==> config.mk <==
export PLATFORM = sky130hd
export DESIGN_NAME = multi_alarm_calendar_flat
export DESIGN_NICKNAME = d
export VERILOG_FILES = /design/src/rtl/multi_alarm_calendar_if.sv /design/src/rtl/multi_alarm_calendar.sv /design/src/flat_wrapper.sv
export SDC_FILE = /design/constraint.sdc
export NUM_CORES = 1
export LEC_CHECK = 0
export CORE_MARGIN = 3
export CORE_UTILIZATION = 49
export CTS_CLUSTER_SIZE = 25
export DETAILED_ROUTE_END_ITERATION = 6
export HOLD_SLACK_MARGIN = 0.06
export PLACE_DENSITY = 0.7
export SLEW_MARGIN = 20
export SYNTH_ARGS = -nofsm -noshare
export SYNTH_HDL_FRONTEND = slang
export SYNTH_SLANG_ARGS = --single-unit
==> constraint.sdc <==
create_clock -name Pulse -period 5.4 [get_ports Pulse]
set_input_delay 1.08 -clock Pulse [delete_from_list [all_inputs] [get_ports Pulse]]
set_output_delay 1.08 -clock Pulse [all_outputs]
set_load 0.03 [all_outputs]
==> src/rtl/multi_alarm_calendar_if.sv <==
// Control inputs and display outputs of the calendar/alarm core.
// There is no valid/ready handshake on this bus: every input is a level
// sampled on each rising Pulse edge (one edge per second), and every output
// is valid for the whole cycle that follows that edge.
interface multi_alarm_calendar_if #(
  parameter int NA = 4,
  parameter int YW = 7
);
  localparam int AW = (NA > 1) ? $clog2(NA) : 1;

  logic          Timeset;
  logic          Alarmset;
  logic          Minadv;
  logic          Hrsadv;
  logic          Dayadv;
  logic          Datadv;
  logic          Monadv;
  logic          Yradv;
  logic [AW-1:0] Asel;
  logic [NA-1:0] Alarmon;
  logic          Snooze;

  logic [5:0]    TSec;
  logic [5:0]    TMin;
  logic [4:0]    THrs;
  logic [2:0]    TDays;
  logic [4:0]    TDate;
  logic [3:0]    TMonth;
  logic [YW-1:0] TYear;
  logic [5:0]    AMin;
  logic [4:0]    AHrs;
  logic [2:0]    ADays;
  logic [NA-1:0] Ring;
  logic          Buzz;
  // Per-channel FSM state, two bits per channel, for debug and checkers.
  logic [2*NA-1:0] AState;

  modport slave (
    input  Timeset, Alarmset, Minadv, Hrsadv, Dayadv, Datadv, Monadv, Yradv,
           Asel, Alarmon, Snooze,
    output TSec, TMin, THrs, TDays, TDate, TMonth, TYear,
           AMin, AHrs, ADays, Ring, Buzz, AState
  );

  modport master (
    output Timeset, Alarmset, Minadv, Hrsadv, Dayadv, Datadv, Monadv, Yradv,
           Asel, Alarmon, Snooze,
    input  TSec, TMin, THrs, TDays, TDate, TMonth, TYear,
           AMin, AHrs, ADays, Ring, Buzz, AState
  );
endinterface

==> src/rtl/multi_alarm_calendar.sv <==
// Calendar clock (sec..year, true month lengths, leap years) with NA alarm
// channels, each with ring timeout and snooze. One Pulse cycle = one second.
module multi_alarm_calendar #(
  parameter int NA     = 4,
  parameter int ND     = 7,
  parameter int YW     = 7,
  parameter int RING_S = 60,
  parameter int SNZ_S  = 300
) (
  input logic                   Pulse,
  input logic                   Reset,
  multi_alarm_calendar_if.slave bus
);
  localparam int AW   = (NA > 1) ? $clog2(NA) : 1;
  localparam int TMAX = (RING_S > SNZ_S) ? RING_S : SNZ_S;
  localparam int TW   = (TMAX > 1) ? $clog2(TMAX) : 1;
  localparam logic [TW-1:0] RING_LD  = TW'(RING_S - 1);
  localparam logic [TW-1:0] SNZ_LD   = TW'(SNZ_S - 1);
  localparam logic [2:0]    DAY_ALL  = 3'(ND);
  localparam logic [2:0]    DOW_LAST = 3'(ND - 1);

  typedef enum logic [1:0] {S_IDLE = 2'd0, S_RING = 2'd1, S_SNZ = 2'd2} state_t;

  logic [5:0]    r_sec, r_min;
  logic [4:0]    r_hrs;
  logic [2:0]    r_days;
  logic [4:0]    r_date;
  logic [3:0]    r_month;
  logic [YW-1:0] r_year;
  logic [5:0]    r_amin  [NA];
  logic [4:0]    r_ahrs  [NA];
  logic [2:0]    r_adays [NA];
  state_t        r_state [NA];
  logic [TW-1:0] r_timer [NA];
  logic [NA-1:0] r_ring;

  logic [4:0]      w_len_cur, w_len_new, w_date_step, w_date_set;
  logic [3:0]      w_mon_set;
  logic [YW-1:0]   w_year_set;
  logic [NA-1:0]   w_match;
  logic [2*NA-1:0] w_dbg;

  // Year offset 100 (2100) is not a leap year even though divisible by 4.
  function automatic logic [4:0] month_len(input logic [3:0] m, input logic [YW-1:0] y);
    logic [4:0] len;
    case (m)
      4'd4, 4'd6, 4'd9, 4'd11: len = 5'd30;
      4'd2:    len = (y[1:0] == 2'b00 && 32'(y) != 32'd100) ? 5'd29 : 5'd28;
      default: len = 5'd31;
    endcase
    return len;
  endfunction

  // Set-mode next values; the date clamp uses the month/year after stepping.
  always_comb begin
    w_mon_set   = bus.Monadv ? ((r_month == 4'd12) ? 4'd1 : r_month + 4'd1) : r_month;
    w_year_set  = bus.Yradv ? r_year + YW'(1) : r_year;
    w_len_cur   = month_len(r_month, r_year);
    w_len_new   = month_len(w_mon_set, w_year_set);
    w_date_step = bus.Datadv ? ((r_date >= w_len_cur) ? 5'd1 : r_date + 5'd1) : r_date;
    w_date_set  = ((bus.Monadv || bus.Yradv) && (w_date_step > w_len_new)) ? w_len_new : w_date_step;
  end

  // Alarm match on the current register values; never while setting time.
  always_comb begin
    w_match = '0;
    for (int i = 0; i < NA; i++) begin
      w_match[i] = (r_sec == 6'd0) && (r_min == r_amin[i]) && (r_hrs == r_ahrs[i]) &&
                   ((r_adays[i] == r_days) || (r_adays[i] == DAY_ALL)) &&
                   bus.Alarmon[i] && !bus.Timeset;
    end
  end

  // Timekeeping: set mode steps fields without carry, otherwise tick the chain.
  always_ff @(posedge Pulse) begin
    if (Reset) begin
      r_sec   <= '0;
      r_min   <= '0;
      r_hrs   <= '0;
      r_days  <= '0;
      r_date  <= 5'd1;
      r_month <= 4'd1;
      r_year  <= '0;
    end else if (bus.Timeset) begin
      if (bus.Minadv) r_min  <= (r_min == 6'd59) ? 6'd0 : r_min + 6'd1;
      if (bus.Hrsadv) r_hrs  <= (r_hrs == 5'd23) ? 5'd0 : r_hrs + 5'd1;
      if (bus.Dayadv) r_days <= (r_days >= DOW_LAST) ? 3'd0 : r_days + 3'd1;
      r_date  <= w_date_set;
      r_month <= w_mon_set;
      r_year  <= w_year_set;
    end else begin
      if (r_sec == 6'd59) begin
        r_sec <= '0;
        if (r_min == 6'd59) begin
          r_min <= '0;
          if (r_hrs == 5'd23) begin
            r_hrs  <= '0;
            r_days <= (r_days >= DOW_LAST) ? 3'd0 : r_days + 3'd1;
            if (r_date >= w_len_cur) begin
              r_date <= 5'd1;
              if (r_month == 4'd12) begin
                r_month <= 4'd1;
                r_year  <= r_year + YW'(1);
              end else begin
                r_month <= r_month + 4'd1;
              end
            end else begin
              r_date <= r_date + 5'd1;
            end
          end else begin
            r_hrs <= r_hrs + 5'd1;
          end
        end else begin
          r_min <= r_min + 6'd1;
        end
      end else begin
        r_sec <= r_sec + 6'd1;
      end
    end
  end

  // Alarm settings of the selected channel; Timeset takes priority.
  always_ff @(posedge Pulse) begin
    if (Reset) begin
      for (int i = 0; i < NA; i++) begin
        r_amin[i]  <= '0;
        r_ahrs[i]  <= '0;
        r_adays[i] <= DAY_ALL;
      end
    end else if (bus.Alarmset && !bus.Timeset) begin
      for (int i = 0; i < NA; i++) begin
        if (AW'(i) == bus.Asel) begin
          if (bus.Minadv) r_amin[i]  <= (r_amin[i] == 6'd59) ? 6'd0 : r_amin[i] + 6'd1;
          if (bus.Hrsadv) r_ahrs[i]  <= (r_ahrs[i] == 5'd23) ? 5'd0 : r_ahrs[i] + 5'd1;
          if (bus.Dayadv) r_adays[i] <= (r_adays[i] >= DAY_ALL) ? 3'd0 : r_adays[i] + 3'd1;
        end
      end
    end
  end

  // Per-channel IDLE/RING/SNZ FSM; disarm beats snooze, snooze beats timeout.
  always_ff @(posedge Pulse) begin
    if (Reset) begin
      for (int i = 0; i < NA; i++) begin
        r_state[i] <= S_IDLE;
        r_timer[i] <= '0;
      end
      r_ring <= '0;
    end else begin
      for (int i = 0; i < NA; i++) begin
        case (r_state[i])
          S_IDLE: begin
            if (w_match[i]) begin
              r_state[i] <= S_RING;
              r_timer[i] <= RING_LD;
              r_ring[i]  <= 1'b1;
            end
          end
          S_RING: begin
            if (!bus.Alarmon[i]) begin
              r_state[i] <= S_IDLE;
              r_ring[i]  <= 1'b0;
            end else if (bus.Snooze) begin
              r_state[i] <= S_SNZ;
              r_timer[i] <= SNZ_LD;
              r_ring[i]  <= 1'b0;
            end else if (r_timer[i] == '0) begin
              r_state[i] <= S_IDLE;
              r_ring[i]  <= 1'b0;
            end else begin
              r_timer[i] <= r_timer[i] - TW'(1);
            end
          end
          S_SNZ: begin
            if (!bus.Alarmon[i]) begin
              r_state[i] <= S_IDLE;
            end else if (r_timer[i] == '0) begin
              r_state[i] <= S_RING;
              r_timer[i] <= RING_LD;
              r_ring[i]  <= 1'b1;
            end else begin
              r_timer[i] <= r_timer[i] - TW'(1);
            end
          end
          default: begin
            r_state[i] <= S_IDLE;
            r_ring[i]  <= 1'b0;
          end
        endcase
      end
    end
  end

  // Display mux for the selected alarm channel and packed debug state.
  always_comb begin
    bus.AMin  = r_amin[0];
    bus.AHrs  = r_ahrs[0];
    bus.ADays = r_adays[0];
    w_dbg     = '0;
    for (int i = 0; i < NA; i++) begin
      if (AW'(i) == bus.Asel) begin
        bus.AMin  = r_amin[i];
        bus.AHrs  = r_ahrs[i];
        bus.ADays = r_adays[i];
      end
      w_dbg[2*i +: 2] = r_state[i];
    end
  end

  assign bus.TSec   = r_sec;
  assign bus.TMin   = r_min;
  assign bus.THrs   = r_hrs;
  assign bus.TDays  = r_days;
  assign bus.TDate  = r_date;
  assign bus.TMonth = r_month;
  assign bus.TYear  = r_year;
  assign bus.Ring   = r_ring;
  assign bus.Buzz   = |r_ring;
  assign bus.AState = w_dbg;
endmodule

==> src/flat_wrapper.sv <==
// flat-port wrapper written by rule: the top's interface ports become plain ports
module multi_alarm_calendar_flat 
#(
  parameter int NA     = 4,
  parameter int ND     = 7,
  parameter int YW     = 7,
  parameter int RING_S = 60,
  parameter int SNZ_S  = 300
)
  (Pulse, Reset, bus_Timeset, bus_Alarmset, bus_Minadv, bus_Hrsadv, bus_Dayadv, bus_Datadv, bus_Monadv, bus_Yradv, bus_Asel, bus_Alarmon, bus_Snooze, bus_TSec, bus_TMin, bus_THrs, bus_TDays, bus_TDate, bus_TMonth, bus_TYear, bus_AMin, bus_AHrs, bus_ADays, bus_Ring, bus_Buzz, bus_AState);
  multi_alarm_calendar_if #(.NA(NA), .YW(YW)) bus_i ();
  input logic Pulse;
  input logic Reset;
  input wire logic [$bits(bus_i.Timeset)-1:0] bus_Timeset;
  input wire logic [$bits(bus_i.Alarmset)-1:0] bus_Alarmset;
  input wire logic [$bits(bus_i.Minadv)-1:0] bus_Minadv;
  input wire logic [$bits(bus_i.Hrsadv)-1:0] bus_Hrsadv;
  input wire logic [$bits(bus_i.Dayadv)-1:0] bus_Dayadv;
  input wire logic [$bits(bus_i.Datadv)-1:0] bus_Datadv;
  input wire logic [$bits(bus_i.Monadv)-1:0] bus_Monadv;
  input wire logic [$bits(bus_i.Yradv)-1:0] bus_Yradv;
  input wire logic [$bits(bus_i.Asel)-1:0] bus_Asel;
  input wire logic [$bits(bus_i.Alarmon)-1:0] bus_Alarmon;
  input wire logic [$bits(bus_i.Snooze)-1:0] bus_Snooze;
  output wire logic [$bits(bus_i.TSec)-1:0] bus_TSec;
  output wire logic [$bits(bus_i.TMin)-1:0] bus_TMin;
  output wire logic [$bits(bus_i.THrs)-1:0] bus_THrs;
  output wire logic [$bits(bus_i.TDays)-1:0] bus_TDays;
  output wire logic [$bits(bus_i.TDate)-1:0] bus_TDate;
  output wire logic [$bits(bus_i.TMonth)-1:0] bus_TMonth;
  output wire logic [$bits(bus_i.TYear)-1:0] bus_TYear;
  output wire logic [$bits(bus_i.AMin)-1:0] bus_AMin;
  output wire logic [$bits(bus_i.AHrs)-1:0] bus_AHrs;
  output wire logic [$bits(bus_i.ADays)-1:0] bus_ADays;
  output wire logic [$bits(bus_i.Ring)-1:0] bus_Ring;
  output wire logic [$bits(bus_i.Buzz)-1:0] bus_Buzz;
  output wire logic [$bits(bus_i.AState)-1:0] bus_AState;
  assign bus_i.Timeset = bus_Timeset;
  assign bus_i.Alarmset = bus_Alarmset;
  assign bus_i.Minadv = bus_Minadv;
  assign bus_i.Hrsadv = bus_Hrsadv;
  assign bus_i.Dayadv = bus_Dayadv;
  assign bus_i.Datadv = bus_Datadv;
  assign bus_i.Monadv = bus_Monadv;
  assign bus_i.Yradv = bus_Yradv;
  assign bus_i.Asel = bus_Asel;
  assign bus_i.Alarmon = bus_Alarmon;
  assign bus_i.Snooze = bus_Snooze;
  assign bus_TSec = bus_i.TSec;
  assign bus_TMin = bus_i.TMin;
  assign bus_THrs = bus_i.THrs;
  assign bus_TDays = bus_i.TDays;
  assign bus_TDate = bus_i.TDate;
  assign bus_TMonth = bus_i.TMonth;
  assign bus_TYear = bus_i.TYear;
  assign bus_AMin = bus_i.AMin;
  assign bus_AHrs = bus_i.AHrs;
  assign bus_ADays = bus_i.ADays;
  assign bus_Ring = bus_i.Ring;
  assign bus_Buzz = bus_i.Buzz;
  assign bus_AState = bus_i.AState;
  multi_alarm_calendar #(.NA(NA), .ND(ND), .YW(YW), .RING_S(RING_S), .SNZ_S(SNZ_S)) u_core (.Pulse(Pulse), .Reset(Reset), .bus(bus_i));
endmodule
==> summary.md <==
| Metric | Value |
|---|---|
| CP max FO | 12 |
| Vias per cell | 5.823 |
| Synth warn | 0 |
| Setup Viol. Count Final | 0 |
| Top-count cell post-synth | nor2_1 |
| Busiest layer in global routing | met2 |
| IO Port Bufs | 79 |
| Clock sink total | 140 |
| Final TNS setup | 0 ns |
| Final GP Congestion | around 0.94 |
| GRT met3 Usage | 0.04240 |
| Remaining DRCs | 0 |
| Finished Core Util | 0.5955 |
| Area of the multi-input gates | 0.004763 sq mm |
| Post-synth top area cell | edfxtp_1 |
| DRT iter0 DRCs | 530 |
| Synth cell count leaders | nor2_1 (133), edfxtp_1 (100), xor2_1 (65), xnor2_1 (62), nand2_1 (58) |
| Crit. End Element | primary output |
| Register area | ~0.0038 sq mm |
| Area contributors post-synth | edfxtp_1 (34%), dfxtp_1 (9.0%), xor2_1 (6.4%) |
| Hold Startpoint | u_core.bus.Ring[1]$_SDFFE_PP0P_ |
| Synth async-reset ratio | 0 |
| Antenna Nets Post-Route | 0 |
| Tmin final | 4.429 ns |
| Critical path type | in2out |
| Total global-route track usage | 0.2171 |
| PD cells | roughly 270 mW/mm^2 |
| CP required | 4.32 ns |
| Largest net degree at the start of global routing | 59 |
| GRT overflow | 0 |
| Detailed Place HPWL | 15.56 mm |
| CP Launch Type | primary input |
| Placed cells | 1,189 |
| Synth Register Bits | 140 |
| Setup slack, reg-to-reg | 1.12 ns |
| CTS tree | built |
| Reg2reg end | u_core.bus.TDate[0]$_SDFFE_PP1P_ |
| Clk_lat worst skew | 0.42 ns |
| Filler cell count | 1,520 |
| Ports | 80 |
| Fraction of layout cells with a size suffix above 1 | 0.07028 |
| Die Y | 140.8 microns |
| CTS Hold Bufs | 0 |
| Clock skew after layout | 0.008901 ns |
| FF-to-FF Start | u_core.bus.TMonth[0]$_SDFFE_PP1P_ |
| Total CTS buffers | 17 |
| Row count | 48 |
| Slew margin rel. | 0.3119 |
| Mapped Area | 0.008907 sq mm |
| Top cell family by delay on the critical path | buffers and inverters |
| Syn Inst Count | 919 |
| Post_cts resized | 0 |
| Final Hold Fails | 0 |
| Avg WL per Cell | 17.51 microns |
| Max Fclk | 225.8 MHz |
| Crit path max-delay cell type | clkdlybuf4s50_1 |
| Final period utilization | 0.8202 |
| Initial antenna violation count | 0 |
| RSZ-0062 raised after global routing | no |
| Worst Path Buf+Inv | 2 |
| Number of global-route vias before repair | 6,607 |
| Die area | approximately 0.020 sq mm |
| Synth-to-Final Area Change | 17.25% |
| Iteration count of the initial detailed-routing pass | 6 |
| Initial core utilization | 0.5079 |
| Cell mode on critical path | clkdlybuf4s50_1 |
| Power consumption | 2.851 mW |
| CP Cell Sequence | clkdlybuf4s50_1, mux4_2, clkdlybuf4s50_1 |
| Worst reg2reg path depth | 17 |
| Number of antenna diodes | 0 |
| H-tree level count | 4 |
| Floorplan core area | 0.01754 sq mm |
| Distinct cells, synth | 69 |
| Crit path launch | bus_Asel[0] |
| Final WL | 21.38 mm |
| Syn avg cell area | 9.692 sq um |
| Root Buffer Master | clkbuf_16 |
| Global-route wire length before repair | 34.67 mm |
| Worst vdd ir | 214.6 uV |
| WHS Path Cells | 2 |
| Leak | 3.889 nW |
| Finished Layout Cells | 1,221 |
| Crit path arrival time | about 3.4 ns |
| Slew Viols, Final | 0 |
| # Max-Cap Violations | 0 |
| Tightest Pin Transition | 1.019 ns |
| DR vias | 7,110 |
| Predominant post-synthesis flop cell | edfxtp_1 |
| Routing usage on met1 | 0.3155 |
| Min-delay worst type | reg2reg |
| Post-synth EDFFs | 100 |
| Clock Pin Slew Worst Setup and Hold Paths | 0.06 ns |
| Global routing usage on met2 | 0.3299 |
| Critical path's largest stage delay | 1.00 ns |
| Outcome | finished clean |
| Post-synth top area share | 0.3371 |
| Syn_nets | approximately 970 |
| Net count, final | ~1,000 |
| Post-CTS Setup Repair Bufs | 0 |
| Post-synthesis sequential area ratio | 0.4270 |
| End of the worst hold path | u_core.bus.Ring[1]$_SDFFE_PP0P_ |
| Max clock buf depth | 2 |
| Die W | 140.8 microns |
[per-layer routing]
metal	part of all wire	vias to the layer above
met3	0.062	34
li1	-	3423
met1	0.46	3401
met5	0	-
met2	0.45	252
met4	0.020	0
[placed cells by master, fill, tap and decap left out, types with 4 or more instances in the layout]
cell / count
nor2_1: 133
o31ai_1: 4
nor3_1: 22
xor2_1: 65
dfxtp_1: 40
nor4_1: 6
inv_1: 43
nand3b_1: 8
edfxtp_1: 100
mux4_2: 14
clkbuf_16: 17
a22oi_1: 5
o21bai_1: 15
a21oi_1: 34
o211ai_1: 5
nand2b_1: 10
buf_4: 6
xnor2_1: 62
clkdlybuf4s50_1: 78
a31oi_1: 11
nand2_1: 58
nor2b_1: 16
clkinvlp_4: 4
and3_1: 8
or3_1: 7
mux2i_1: 7
a21o_1: 6
nor3b_1: 6
ha_1: 37
nand4_1: 16
nand3_1: 42
or4_1: 6
or2_2: 5
o21ai_0: 25
nand4b_1: 7
[worst max-delay path by stage]
stage               cells past startpoint  slack [ns]                               end
floorplan                              18        1.31  u_core.bus.TDate[0]$_SDFFE_PP1P_
global placement                        3         1.0                      bus_ADays[1]
detailed placement                      3        0.95                      bus_ADays[0]
CTS                                     3        0.96                      bus_ADays[0]
global route                           17        0.75  u_core.bus.TDate[0]$_SDFFE_PP1P_
finish                                  3        0.97                      bus_ADays[0]
[stage by stage]
step	hold WS [ns]	worst slack [ns]	cell area (sq um)
3_3_place_gp	0.5005	0.9957	9841
4_1_cts	0.5104	0.9589	10440
3_5_place_dp	0.5031	0.9544	9841
2_1_floorplan	0.5635	1.305	8907
5_1_grt	0.5597	0.7518	10440
6_report	0.5029	0.9711	10440
[logic make-up (layout without fill, tap and decap cells)]
group	after synthesis	after routing	share of synthesized area
AO/OA/AOI/OAI	141	141	0.1054
XOR/XNOR	127	127	0.1249
adder cells (fa/ha/maj)	37	37	0.05197
buffers and inverters	83	160	0.03821
flip-flops	140	140	0.4270
multiplexers	23	23	0.04621
AND/OR/NAND/NOR	368	368	0.2064
[worst reg2reg max path: stages, from the launching register on]
cell and delay (ns):
dfxtp_1 0.57, inv_1 0.12, ha_1 0.28, o21ai_0 0.16, a21oi_1 0.08, nor2_1 0.18, ha_1 0.27, or3b_2 0.48
nand3_2 0.16, nand3_1 0.09, o21ai_0 0.13, ha_1 0.29, nand2_1 0.06, o21ai_0 0.06, or4_1 0.51, nor3_1 0.38
nand3b_1 0.13, o211a_1 0.23
[report_power, final]
| group | total [mW] | internal (mW) | switching, mW |
|---|---|---|---|
| clock network | 1.20 | 0.751 | 0.449 |
| logic | 0.370 | 0.162 | 0.209 |
| registers | 1.28 | 1.21 | 0.0755 |
| total | 2.85 | 2.12 | 0.733 |
[state kept, by name (all words and copies together) (netlist names)]
name               count
u_core.bus.THrs        5
u_core.r_adays        12
u_core.bus.TDate       5
u_core.r_amin         24
u_core.bus.TMonth      4
u_core.bus.TDays       3
u_core.bus.TMin        6
u_core.bus.TSec        6
u_core.bus.Ring        4
u_core.r_timer        36
u_core.r_ahrs         20
u_core.r_state         8
u_core.bus.TYear       7
[final cells by class]
cell class,instances,area share
Clock inverter,10,0.01330
Tap cell,225,0.02696
Timing Repair Buffer,85,0.07955
Sequential cell,140,0.3642
Multi-Input combinational cell,696,0.4561
Inverter,43,0.01545
Clock buffer,22,0.04445
(Power assumes the default switching activity.)
